File: src/rtl/dmem_arbiter_if.sv
// Word-access requester port of the data-memory arbiter: request, word payload and completion.
interface dmem_arbiter_if;
  logic        req;
  logic        we;
  logic [31:0] addr;
  logic [31:0] wdata;
  logic [31:0] rdata;
  logic        done;

  modport master (output req, we, addr, wdata, input rdata, done);
  modport slave  (input req, we, addr, wdata, output rdata, done);
endinterface

File: src/rtl/dmem_arbiter.sv
// Round-robin arbiter that serialises 32-bit CPU/debug word accesses into four big-endian byte beats.
// Optional feature: define DMEM_ALIGN_CHECK_EN to reject misaligned/out-of-range addresses with err.
module dmem_arbiter (
  input  logic           clk,
  input  logic           rst_n,
  dmem_arbiter_if.slave  cpu,
  dmem_arbiter_if.slave  dbg,
  output logic           m_we,
  output logic [5:0]     m_addr,
  output logic [7:0]     m_wdata,
  input  logic [7:0]     m_rdata,
  output logic           err
);

  typedef enum logic [1:0] {IDLE, XFER, DONE} state_t;

  state_t      state, state_nxt;
  logic [1:0]  beat;
  logic        gnt;        // 0 = cpu, 1 = dbg
  logic        prio;       // port that wins a tie next time
  logic        lat_we;
  logic [31:0] lat_addr;
  logic [31:0] lat_wdata;
  logic [23:0] rd_buf;
  logic [31:0] cpu_rdata, dbg_rdata;

  logic        any_req;
  logic        win;
  logic        sel_we;
  logic [31:0] sel_addr, sel_wdata;
  logic        req_err;

  assign any_req   = cpu.req | dbg.req;
  assign win       = (cpu.req && dbg.req) ? prio : dbg.req;
  assign sel_we    = win ? dbg.we    : cpu.we;
  assign sel_addr  = win ? dbg.addr  : cpu.addr;
  assign sel_wdata = win ? dbg.wdata : cpu.wdata;

`ifdef DMEM_ALIGN_CHECK_EN
  logic lat_err;

  function automatic logic addr_bad(input logic [31:0] a);
    return (a[1:0] != 2'b00) || (a[31:6] != 26'd0);
  endfunction

  assign req_err = addr_bad(sel_addr);

  always_ff @(posedge clk or negedge rst_n) begin
    if (!rst_n)
      lat_err <= 1'b0;
    else if (state == IDLE && any_req)
      lat_err <= req_err;
  end

  assign err = (state == DONE) && lat_err;
`else
  assign req_err = 1'b0;
  assign err     = 1'b0;
`endif

  always_ff @(posedge clk or negedge rst_n) begin
    if (!rst_n)
      state <= IDLE;
    else
      state <= state_nxt;
  end

  always_comb begin
    state_nxt = state;
    case (state)
      IDLE:    if (any_req) state_nxt = req_err ? DONE : XFER;
      XFER:    if (beat == 2'd3) state_nxt = DONE;
      DONE:    state_nxt = IDLE;
      default: state_nxt = IDLE;
    endcase
  end

  // Control: grant, round-robin pointer, beat counter and the architectural read words
  always_ff @(posedge clk or negedge rst_n) begin
    if (!rst_n) begin
      beat      <= 2'd0;
      gnt       <= 1'b0;
      prio      <= 1'b0;
      cpu_rdata <= 32'd0;
      dbg_rdata <= 32'd0;
    end else begin
      case (state)
        IDLE: begin
          beat <= 2'd0;
          if (any_req) begin
            gnt  <= win;
            prio <= ~win;
          end
        end
        XFER: begin
          beat <= beat + 2'd1;
          if (beat == 2'd3 && !lat_we) begin
            if (gnt) dbg_rdata <= {rd_buf, m_rdata};
            else     cpu_rdata <= {rd_buf, m_rdata};
          end
        end
        default: beat <= 2'd0;
      endcase
    end
  end

  // Data: request payload held for the whole transfer, read bytes shifted in MSB first
  always_ff @(posedge clk) begin
    if (state == IDLE && any_req) begin
      lat_we    <= sel_we;
      lat_addr  <= sel_addr;
      lat_wdata <= sel_wdata;
    end
    if (state == XFER)
      rd_buf <= {rd_buf[15:0], m_rdata};
  end

  always_comb begin
    m_we      = 1'b0;
    m_addr    = 6'd0;
    m_wdata   = 8'd0;
    cpu.done  = 1'b0;
    dbg.done  = 1'b0;
    cpu.rdata = cpu_rdata;
    dbg.rdata = dbg_rdata;
    if (state == XFER) begin
      m_we   = lat_we;
      m_addr = lat_addr[5:0] + {4'd0, beat};
      if (lat_we) begin
        case (beat)
          2'd0:    m_wdata = lat_wdata[31:24];
          2'd1:    m_wdata = lat_wdata[23:16];
          2'd2:    m_wdata = lat_wdata[15:8];
          default: m_wdata = lat_wdata[7:0];
        endcase
      end
    end
    if (state == DONE) begin
      cpu.done = ~gnt;
      dbg.done = gnt;
    end
  end

endmodule

File: src/flat_wrapper.sv
// flat-port wrapper written by rule: the top's interface ports become plain ports
module dmem_arbiter_flat 
  (clk, rst_n, m_we, m_addr, m_wdata, m_rdata, err, cpu_req, cpu_we, cpu_addr, cpu_wdata, cpu_rdata, cpu_done, dbg_req, dbg_we, dbg_addr, dbg_wdata, dbg_rdata, dbg_done);
  dmem_arbiter_if cpu_i ();
  dmem_arbiter_if dbg_i ();
  input  logic clk;
  input  logic rst_n;
  output logic m_we;
  output logic [5:0] m_addr;
  output logic [7:0] m_wdata;
  input  logic [7:0] m_rdata;
  output logic err;
  input wire logic [$bits(cpu_i.req)-1:0] cpu_req;
  input wire logic [$bits(cpu_i.we)-1:0] cpu_we;
  input wire logic [$bits(cpu_i.addr)-1:0] cpu_addr;
  input wire logic [$bits(cpu_i.wdata)-1:0] cpu_wdata;
  output wire logic [$bits(cpu_i.rdata)-1:0] cpu_rdata;
  output wire logic [$bits(cpu_i.done)-1:0] cpu_done;
  input wire logic [$bits(dbg_i.req)-1:0] dbg_req;
  input wire logic [$bits(dbg_i.we)-1:0] dbg_we;
  input wire logic [$bits(dbg_i.addr)-1:0] dbg_addr;
  input wire logic [$bits(dbg_i.wdata)-1:0] dbg_wdata;
  output wire logic [$bits(dbg_i.rdata)-1:0] dbg_rdata;
  output wire logic [$bits(dbg_i.done)-1:0] dbg_done;
  assign cpu_i.req = cpu_req;
  assign cpu_i.we = cpu_we;
  assign cpu_i.addr = cpu_addr;
  assign cpu_i.wdata = cpu_wdata;
  assign cpu_rdata = cpu_i.rdata;
  assign cpu_done = cpu_i.done;
  assign dbg_i.req = dbg_req;
  assign dbg_i.we = dbg_we;
  assign dbg_i.addr = dbg_addr;
  assign dbg_i.wdata = dbg_wdata;
  assign dbg_rdata = dbg_i.rdata;
  assign dbg_done = dbg_i.done;
  dmem_arbiter u_core (.clk(clk), .rst_n(rst_n), .cpu(cpu_i), .dbg(dbg_i), .m_we(m_we), .m_addr(m_addr), .m_wdata(m_wdata), .m_rdata(m_rdata), .err(err));
endmodule
File: config.mk
export PLATFORM = sky130hd
export DESIGN_NAME = dmem_arbiter_flat
export DESIGN_NICKNAME = d
export VERILOG_FILES = /design/src/rtl/dmem_arbiter_if.sv /design/src/rtl/dmem_arbiter.sv /design/src/flat_wrapper.sv
export SDC_FILE = /design/constraint.sdc
export NUM_CORES = 1
export LEC_CHECK = 0
export ABC_AREA = 1
export CORE_ASPECT_RATIO = 0.7
export CORE_MARGIN = 5
export CORE_UTILIZATION = 43
export DETAILED_ROUTE_END_ITERATION = 12
export HOLD_SLACK_MARGIN = 0.02
export PLACE_DENSITY_LB_ADDON = 0.2
export SYNTH_ARGS = -nofsm -noshare
export SYNTH_HDL_FRONTEND = slang
export SYNTH_SLANG_ARGS = --single-unit
File: constraint.sdc
create_clock -name clk -period 4.3 [get_ports clk]
set_input_delay 1.075 -clock clk [delete_from_list [all_inputs] [get_ports clk]]
set_output_delay 1.075 -clock clk [all_outputs]
set_load 0.02 [all_outputs]
==> qor.txt <==
largest net degree at the start of global routing = 71
Post-Syn Area = 0.00557 mm²
die width = 146 µm
Final #Nets = 879
fmax = 0.285 GHz
Worst EP required = 3.22 ns
hold path start = u_core.rd_buf[13]
Worst Hold Slack = 0.441 ns
first-pass GRT wire length = 21.9 mm
Final Max Slew Viols = 0
dpl ws = 1.20 ns
area used by multi-input combinational logic = 0.00159 mm²
Ant. Diodes = 0
cells on worst reg2reg path = 6
clock buffer depth = 2
CTS Sinks = 133
crit path launch type = flop
final hold violation count = 0
Syn Area/Cell = 9.90 µm²
CP Max Fanout = 6
detailed placement HPWL = 9.46 mm
clock skew = 0.0130 ns
Final Setup Violations = 0
cell at the slowest stage of the critical path = clkdlybuf4s50_1
crit path cell chain = ha_1 > fa_1 > nand2_1 > o21ai_0 > a21oi_1 > clkdlybuf4s50_1
post-CTS resize count = 0
final setup TNS = 0 ns
fill count = 1002
Hold Path Class = reg -> reg
number of CTS-inserted buffers = 17
routability cong. = 0.814
Hold Crit Depth = 0
total iterations of the first detailed-routing run = 5
postcts setup bufs = 0
vias in the first global route = 4299
CTS tree = built
Die ar. = 0.0154 mm²
I/O Pins = 224
Worst-Skew Late Latency = 0.40 ns
DR DRC count = 0
Synth-to-Final Area Change = 43.2%
Max Cap Violations = 0
post-route cell area = 0.00798 mm²
Synth top area share = 33.9%
# H-tree levels = 4
grt ovf = 0
# hold bufs at CTS = 0
Worst-Margin Slew = 1.12 ns
Initial Util = 44.4%
status = finished clean
cell taking the most area after synthesis = edfxtp_1
First DRT Iteration DRCs = 167
commonest non-fill, non-tap cell in the layout = nand2_1
CP Data Arrival Time = 2.43 ns
area post-placement = 0.00738 mm²
Final ANT Viol Nets = 0
delay of the slowest critical-path stage = 0.61 ns
Peak supply drop = 0.000330 V
Reg2Reg Capture Point = u_core.dbg.rdata[1]
DRT Wirelength = 13.1 mm
Mapped Cells = 563
total routing usage reported by global routing = 17.8%
Clk Tree Root Cell = clkbuf_16
FF-to-FF Start = u_core.state[1]
syn_nets = 713
initial antenna violation count = 0
register area share after synthesis = 65.4%
Routed wire per std cell = 14.5 µm
top cells by area, synth = edfxtp_1 34%, dfrtp_1 31%, nand2_1 15%
Max-Slew Margin vs Limit = 25.4%
PnR worst setup slack = 0.792 ns
pwr dens = 741 mW/mm²
P_leak = 3.59 nW
Die Span Y = 105 µm
unrepaired setup endpoints after global routing = no
Clock transition at path regs = 0.06 ns
IO buf count = 170
sequential cell area = 0.00364 mm²
core footprint = 0.0125 mm²
Rows = 34
Layout Cells excl Fill = 904
share of cells above drive strength 1 = 6.87%
post-DR vias/cell = 4.65
Vias = 4207
element type at the critical path end = output port
WS Path Type = reg -> out
Yosys reg bits = 133
Worst R2R Setup Slack = 2.12 ns
Syn. warnings = 0
most frequent cells in the layout = 218 x nand2_1, 169 x clkdlybuf4s50_1, 70 x dfrtp_1
Yosys cell types = 24
dpl cells = 872
post-layout min period = 3.51 ns
Final period util = 81.6%
hold endpoint = u_core.rd_buf[21]
worst max-delay path, delay by kind of cell, from the launching register on:
family	cells	cell delay, ns
adders and majority gates	2	0.66
buffers and inverters	1	0.61
DFF	1	0.45
AOI/OAI and AO/OA	2	0.22
and+or+nand+nor	1	0.09
power breakdown:
group | switching, mW | internal, mW | total, mW
sequential | 0.276 | 1.94 | 2.22
clock | 0.549 | 0.899 | 1.45
combinational | 1.29 | 0.962 | 2.25
worst max path at each step:
stage                    from                  to  slack (ns)  depth (start not counted)
3_3_place_gp   u_core.beat[0]           m_addr[4]        1.25                          6
5_1_grt        u_core.beat[0]           m_addr[2]        0.64                          6
4_1_cts        u_core.beat[0]           m_addr[2]        0.77                          6
6_report       u_core.beat[0]           m_addr[4]        0.79                          6
3_5_place_dp   u_core.beat[0]           m_addr[4]        1.20                          6
2_1_floorplan         cpu_req  u_core.lat_addr[0]        0.71                          2
flip-flops by register name, indices dropped and copies added (netlist names):
register,cells
u_core.rd_buf,24
u_core.gnt,1
u_core.dbg.rdata,32
u_core.prio,1
u_core.lat_we,1
u_core.lat_wdata,32
u_core.lat_addr,6
u_core.beat,2
u_core.state,2
u_core.cpu.rdata,32
cell type report:
class                           instances  area share (%)
Multi-Input combinational cell        343            19.9
Tap cell                              162            2.54
Timing Repair Buffer                  172            21.5
Clock inverter                         12            1.79
Inverter                               62            2.95
Clock buffer                           20            5.74
Sequential cell                       133            45.6
kinds of logic after synthesis:
logic type | Yosys count | share of synthesized area (%)
and+or+nand+nor | 240 | 17.1
AOI/OAI and AO/OA | 94 | 9.21
DFF | 133 | 65.4
adders and majority gates | 8 | 1.93
other | 1 | 0.0673
buffers and inverters | 87 | 6.35
synth_stat cells:
master and number:
a21oi_1 18, buf_1 1, buf_2 14, buf_4 2
clkbuf_1 8, conb_1 1, dfrtp_1 70, edfxtp_1 63
fa_1 1, ha_1 7, inv_1 61, inv_4 1
nand2_1 218, nand2_4 1, nand3_1 3, nand3_4 2
nor2_1 10, nor2_2 3, nor3_1 3, o21a_1 1
o21ai_0 10, o21ai_1 54, o21ai_2 10, o21bai_1 1
per-stage QoR:
stage	utilization (%)	power, mW
after floorplan	-	3.41
after global placement	58.8	4.44
after detailed placement	58.8	4.51
after CTS	63.6	5.99
after global routing	63.6	6.29
final	63.6	5.92
metal layers:
| metal | GRT usage [%] | up-vias | wire length, µm |
|---|---|---|---|
| met3 | 4.98 | 8 | 748 |
| met1 | 24.1 | 1959 | 6060 |
| met2 | 28.5 | 104 | 6170 |
| li1 | - | 2136 | - |
| met5 | 0 | - | 0 |
| met4 | 4.90 | 0 | 88 |
No activity file was read; power rests on OpenSTA's default activity.
